### src/rtl/seg_mux_decoder.sv
// seg_mux_decoder: snoops a two-digit multiplexed 7-segment bus and recovers
// the displayed tens/ones BCD pair. A slot is accepted only after its
// {com,seg} pattern has been stable for STABLE_CYCLES synchronized samples;
// a tens/ones pair is committed only when a full frame decodes cleanly.
// Optional feature macro: SEGDEC_ALARM_EN (compiles in the 99-alarm flop;
// without it alarm is tied to 0).
module seg_mux_decoder #(
  parameter int STABLE_CYCLES  = 16,
  parameter int TIMEOUT_CYCLES = 20000
) (
  input  logic       clk,
  input  logic       rst_n,
  input  logic [6:0] seg_in,
  input  logic [1:0] com_in,
  output logic [3:0] tens,
  output logic [3:0] ones,
  output logic       value_valid,
  output logic       bcd_err,
  output logic       stale,
  output logic       alarm
);

  localparam int SW = $clog2(STABLE_CYCLES + 1);
  localparam int IW = $clog2(TIMEOUT_CYCLES + 1);
  localparam logic [SW-1:0] STAB_MAX = SW'(STABLE_CYCLES);
  localparam logic [SW-1:0] ACC_AT   = SW'(STABLE_CYCLES - 2);
  localparam logic [IW-1:0] IDLE_MAX = IW'(TIMEOUT_CYCLES);
  localparam logic [IW-1:0] IDLE_PRE = IW'(TIMEOUT_CYCLES - 1);

  typedef enum logic {WAIT_TEN, WAIT_ONE} state_t;

  logic [8:0]    sync1, sync2, hist;
  logic [SW-1:0] stab_cnt;
  logic          accept;
  logic [8:0]    acc_slot;
  logic [IW-1:0] idle_cnt;
  logic          stale_rise;
  state_t        state;
  logic [3:0]    tens_tmp;

  logic [1:0]    acc_com;
  logic          dec_valid;
  logic [3:0]    dec_digit;
  logic          slot_known;
  logic          commit;

  // Two-flop synchronizer for the whole bus, followed by a 1-deep history.
  // NOTE: sequential state uses non-blocking (<=) so every flop samples the
  // pre-edge value of its neighbours; blocking here would collapse the chain.
  always_ff @(posedge clk or negedge rst_n) begin
    if (!rst_n) begin
      sync1 <= '0;
      sync2 <= '0;
      hist  <= '0;
    end else begin
      sync1 <= {com_in, seg_in};
      sync2 <= sync1;
      hist  <= sync2;
    end
  end

  // Stability counter; accept fires once, as the count reaches STABLE_CYCLES-1.
  always_ff @(posedge clk or negedge rst_n) begin
    if (!rst_n) begin
      stab_cnt <= '0;
      accept   <= 1'b0;
      acc_slot <= '0;
    end else begin
      if (sync2 != hist)
        stab_cnt <= '0;
      else if (stab_cnt != STAB_MAX)
        stab_cnt <= stab_cnt + 1'b1;
      accept   <= (sync2 == hist) && (stab_cnt == ACC_AT);
      acc_slot <= hist;
    end
  end

  // Segment decode and frame-commit qualification of the accepted slot.
  // NOTE: every output of an always_comb gets a default first, otherwise
  // unassigned paths infer latches.
  always_comb begin
    acc_com   = acc_slot[8:7];
    dec_valid = 1'b1;
    dec_digit = 4'd0;
    unique case (acc_slot[6:0])
      7'b0111111: dec_digit = 4'd0;
      7'b0000110: dec_digit = 4'd1;
      7'b1011011: dec_digit = 4'd2;
      7'b1001111: dec_digit = 4'd3;
      7'b1100110: dec_digit = 4'd4;
      7'b1101101: dec_digit = 4'd5;
      7'b1111101: dec_digit = 4'd6;
      7'b0000111: dec_digit = 4'd7;
      7'b1111111: dec_digit = 4'd8;
      7'b1100111: dec_digit = 4'd9;
      default:    dec_valid = 1'b0;
    endcase
    slot_known = (acc_com == 2'b01) || (acc_com == 2'b10);
    commit     = accept && slot_known && dec_valid &&
                 (state == WAIT_ONE) && (acc_com == 2'b10);
    stale_rise = !accept && (idle_cnt == IDLE_PRE);
  end

  // Idle counter: restarted by every accept, raises stale at the timeout.
  always_ff @(posedge clk or negedge rst_n) begin
    if (!rst_n) begin
      idle_cnt <= '0;
      stale    <= 1'b0;
    end else if (accept) begin
      idle_cnt <= '0;
      stale    <= 1'b0;
    end else begin
      if (idle_cnt != IDLE_MAX)
        idle_cnt <= idle_cnt + 1'b1;
      if (stale_rise)
        stale <= 1'b1;
    end
  end

  // Frame FSM with registered digit outputs and single-cycle pulses.
  always_ff @(posedge clk or negedge rst_n) begin
    if (!rst_n) begin
      state       <= WAIT_TEN;
      tens_tmp    <= '0;
      tens        <= '0;
      ones        <= '0;
      value_valid <= 1'b0;
      bcd_err     <= 1'b0;
    end else begin
      value_valid <= 1'b0;
      bcd_err     <= 1'b0;
      if (stale_rise) begin
        state <= WAIT_TEN;
      end else if (accept && slot_known) begin
        if (!dec_valid) begin
          bcd_err <= 1'b1;
          state   <= WAIT_TEN;
        end else if (acc_com == 2'b01) begin
          tens_tmp <= dec_digit;
          state    <= WAIT_ONE;
        end else if (state == WAIT_ONE) begin
          tens        <= tens_tmp;
          ones        <= dec_digit;
          value_valid <= 1'b1;
          state       <= WAIT_TEN;
        end
      end
    end
  end

`ifdef SEGDEC_ALARM_EN
  // Alarm tracks whether the committed value is 99 while the bus is live.
  always_ff @(posedge clk or negedge rst_n) begin
    if (!rst_n)
      alarm <= 1'b0;
    else if (stale_rise)
      alarm <= 1'b0;
    else if (commit)
      alarm <= (tens_tmp == 4'd9) && (dec_digit == 4'd9);
  end
`else
  // Alarm feature not built: output held low.
  assign alarm = 1'b0;
`endif

endmodule
### config.mk
export PLATFORM = sky130hd
export DESIGN_NAME = seg_mux_decoder
export DESIGN_NICKNAME = d
export VERILOG_FILES = /design/src/rtl/seg_mux_decoder.sv
export SDC_FILE = /design/constraint.sdc
export NUM_CORES = 1
export LEC_CHECK = 0
export BUFFER_PORTS_ARGS = -buffer_cell sky130_fd_sc_hd__buf_2
export CAP_MARGIN = 20
export CELL_PAD_IN_SITES_DETAIL_PLACEMENT = 1
export CELL_PAD_IN_SITES_GLOBAL_PLACEMENT = 1
export CORE_MARGIN = 4
export CORE_UTILIZATION = 48
export DETAILED_ROUTE_END_ITERATION = 10
export PLACE_DENSITY = 0.75
export SYNTH_ARGS = -nofsm -noshare
export SYNTH_HDL_FRONTEND = slang
export SYNTH_SLANG_ARGS = --single-unit
### constraint.sdc
create_clock -name clk -period 2.4 [get_ports clk]
set_input_delay 0.12 -clock clk [delete_from_list [all_inputs] [get_ports clk]]
set_output_delay 0.12 -clock clk [all_outputs]
set_load 0.01 [all_outputs]
Word level (Yosys, flattened, before mapping)
Cells that the tools add are included.

Equality and inequality tests: 18. Muxes and demuxes: 20. Reductions and logical operators: 12. Bitwise logic cells: 2. Add/subtract/negate cells: 2.

Operators with widths (count): $eq A7 B7 Y1 const B (7); $pmux W4 S9 (1); $mux W15 (2); $add A15 B1 Y15 const B (1); $eq A15 B15 Y1 const B (1); $mux W1 (15); $ne A15 B15 Y1 const B (1); $eq A7 B3 Y1 const B (2); $mux W5 (2); $reduce_or A10 Y1 (1); $eq A9 B9 Y1 (1); $ne A9 B9 Y1 (1); $reduce_bool A2 Y1 (4); $eq A7 B6 Y1 const B (1); $add A5 B1 Y5 const B (1); $eq A5 B4 Y1 const B (1); $ne A5 B5 Y1 const B (1); $reduce_and A5 Y1 (1); $reduce_and A4 Y1 (1); $logic_and A1 B1 Y1 (3); $eq A2 B1 Y1 const B (1); $eq A2 B2 Y1 const B (1); $not A1 Y1 (2); $logic_not A1 Y1 (1); $logic_or A1 B1 Y1 (1).

Bits in registers: 73. Output and inout bits: 12. Input port bits: 11.

Longest topological paths before layout
Depth in word-level cells: 6. Gate-level depth with buffers: 7. Mapped depth without buffers: 7.

Worst setup path after synthesis
OpenSTA, ideal clock, no wires.

Kind: register to register. Start point: reg acc_slot[5]. End point: reg tens_tmp[0]. Library setup time: 125 ps. Arrival time: 1773 ps. Required time: 2275 ps. Cell stages (with the launch flop): 7. Buffers on the path: 1. Slack: 503 ps. Path through: dfrtp_1 -> buf_6 -> nand2b_4 -> o22a_1 -> o32ai_4 -> o211a_1 -> mux2_2.

Longest elaborated chain between the ends: 4. Elaborated cells on any way between the ends: 14. Classes of those cells: eq/ne (10); mux (2); reduce/logical (2).

Ends and longest elaborated chain: start: declaration (line 35) `logic [8:0] acc_slot;`; start signal: assignment (line 74) `acc_slot <= hist;`; $eq A7 B7 Y1 (tied with other cells) (line 85) `unique case (acc_slot[6:0])`; $reduce_or A10 Y1 (no source line); $mux W1 (line 85); $reduce_and A4 Y1 (no source line); end signal: assignment (line 139) `tens_tmp <= dec_digit;`; end: declaration (line 39) `logic [3:0] tens_tmp;`.

Parallel ways exist; a longest one is shown, timed or not. A chain may end at the register's enable or synchronous reset.

Worst setup path in the final report
Start point: reg acc_slot[1]. End point: reg tens_tmp[0].

Same word-level chain as after synthesis.

==> results_dict.tcl <==
set metrics [dict create \
    status "completed" \
    clkLatencyLatePin_ns 0.35 \
    final_cells 356 \
    io_pins 23 \
    p_per_area_mw_per_mm2 678.0 \
    gp_congestion 0.7626 \
    synthFlopType "dfrtp_1" \
    setup_viol 0 \
    dp_hpwl_um 3855 \
    path_class "flop to flop" \
    drt-pass1-iter-count 4 \
    placed_cells 330 \
    drtIter0Drc 68 \
    fmax_mhz 487.0 \
    core_mm2 0.005956 \
    async_flop_share_pct 100.0 \
    clk_pin_slew_worst_paths_ns 0.08 \
    syn_avg_cell_area_um2 12.65 \
    multi_input_area_mm2 0.001074 \
    hold_path_class "input pin to async pin" \
    slowest_stage "dfrtp_1" \
    fp.dieH_um 86.68 \
    rows 28 \
    synthTopCellsByCount "dfrtp_1 (73), nor2_1 (23), xor2_1 (18)" \
    pre_cts_ws_ns 0.3663 \
    ys_ff_latch 73 \
    leakage_nw 1.624 \
    n_antenna_cell 0 \
    wl_met1_um 2327 \
    start_util_pct 49.89 \
    numPortBuffers 21 \
    drv_slew 0 \
    relSlewSlack_pct 52.17 \
    grt_usage_pct 17.51 \
    cp-end-kind "flop" \
    wl_um 5559 \
    synth_area_mm2 0.002972 \
    max-vdd-ir-drop_mv 0.4602 \
    postSynthNetCount 252 \
    drc_errors 0 \
    routedWlPerCell_um 15.62 \
    ys_types 46 \
    seq_area_mm2 0.001827 \
    worstPathRequired_ns 2.64 \
    worst_slack_ns 0.3464 \
    final.fill_count 623 \
    tritoncts "done" \
    yosysMostFrequentCell "dfrtp_1" \
    slowest_delay_ns 0.55 \
    max_slew.worst_pin.slew_ns 0.7078 \
    nets 293 \
    highest_layer "met4" \
    yosysTopAreaCellShare_pct 61.47 \
    holdWs_ns 0.2670 \
    arrival_ns 2.29 \
    cts.sinks 73 \
    place_area_mm2 0.003171 \
    drv_cap 0 \
    worstPathCellList "nor4b_2 > a22oi_1 > a21boi_2 > o211a_1 > mux2_2" \
    period_minus_slack_ns 2.054 \
    grt_pass1_wl_um 9839 \
    wl_met2_um 2884 \
    numCtsBuffers 9 \
    grt_start_max_net_pins 31 \
    cts_setup_buffers 0 \
    routed-wl-met3_um 249 \
    final_hold_viol_count 0 \
    vias 1847 \
    finalSetupTns_ns 0 \
    vias_per_cell 5.188 \
    synthCells 235 \
    grt_pass1_vias 2034 \
    startpoint_type "flop" \
    cts_buffer_depth 2 \
    rsz0062_at_grt "false" \
    synth.area.top_cells "dfrtp_1 (61%), xor2_1 (5.3%), mux2_2 (3.8%), xnor2_1 (2.9%), nor2_1 (2.9%)" \
    synth-seq-area-share_pct 61.47 \
    synth_top_area_cell "dfrtp_1" \
    antenna_found_initial 0 \
    drive_gt1_share_pct 20.64 \
    drtAntennaViolNets 0 \
    die_w_um 86.68 \
    worst-path-max-fanout 11 \
    synth-edff-count 0 \
    syn_to_final_growth_pct 16.80 \
    die_area_mm2 0.007513 \
    skew_ns 0.007409 \
    yosys_warnings 0 \
    clockRootBuffer "clkbuf_8" \
    cts_max_level 3 \
    min_period_over_period_pct 85.57 \
    overflow 0 \
    fin_area_mm2 0.003471 \
]
## sequential cells by signal, summed over array words and instances, names as in the netlist
register	flops
acc_slot	9
accept	1
bcd_err	1
hist	9
idle_cnt	15
ones	4
stab_cnt	5
stale	1
state	1
sync1	9
sync2	9
tens	4
tens_tmp	4
value_valid	1
## per-stage QoR
stage,total power [W],util [%]
global placement,0.001387,53.24
CTS,0.002396,58.28
detailed placement,0.001394,53.24
global route,0.002466,58.28
floorplan,0.001349,-
finish,0.002353,58.28
## power by group
group	leakage [nW]	switching [W]	internal, W
clock network	0.0966	0.000486	0.000488
logic	0.605	0.0000486	0.0000420
registers	0.922	0.0000290	0.00126
## timing repair
action / 4_1_cts / 5_1_grt
hold buffers: 10 / 0
hold endpoints to repair: 29 / 0
resized for setup: 0 / 0
## layout make-up
type	count	share of cell area, %
repair buffers	37	7.210
multi-input cells	148	30.93
clock buffers	9	3.569
clock inverters	7	2.199
inverters	7	0.7570
flip-flops and latches	73	52.63
well taps	75	2.704
## cell usage in the layout (no fill, tap or decap), drive strengths merged, types with 6 or more instances in the layout
master,Yosys,final
dfrtp,73,73
buf,7,27
nor2,23,23
xor2,18,18
nand2,14,14
xnor2,10,10
nand3,10,10
mux2,10,10
dlygate4sd3,0,10
inv,7,10
clkbuf,0,9
nor3,6,6
ha,6,6
a21oi,6,6
## worst paths after layout
kind,from,depth (start not counted),endpoint,slack [ns]
setup / recovery,acc_slot[1],5,tens_tmp[0],0.35
hold / removal,rst_n,2,tens_tmp[3],0.27
setup reg to reg,acc_slot[1],5,tens_tmp[0],0.35
hold reg to reg,sync1[3],0,sync2[3],0.35
max in group asynchronous,rst_n,3,stab_cnt[3],1.37
min in group clk,sync1[3],0,sync2[3],0.35
## critical path, delay by kind of cell (launching register included)
family           cells  cell delay [ns]
AO/OA/AOI/OAI        3             0.70
flip-flops           1             0.55
multiplexers         1             0.35
AND/OR/NAND/NOR      1             0.35
## cells by family (layout without fill, tap and decap cells)
kind of cell             count (synthesis)  in the layout  synth area share [%]
AO/OA/AOI/OAI                           20             20                 6.022
XOR/XNOR                                28             28                 8.252
adder cells (fa/ha/maj)                  6              6                 2.526
buffers and inverters                   14             60                 2.400
flip-flops                              73             73                 61.47
multiplexers                            12             12                 4.463
other                                    1              1                0.1262
AND/OR/NAND/NOR                         81             81                 14.74
## metal layers
metal  GRT usage (%)  vias to the layer above
li1                -                      883
met1           20.00                      928
met2           29.76                       28
met3           6.274                        8
met4           7.224                        0
met5               0                        -
(Power assumes the default switching activity.)
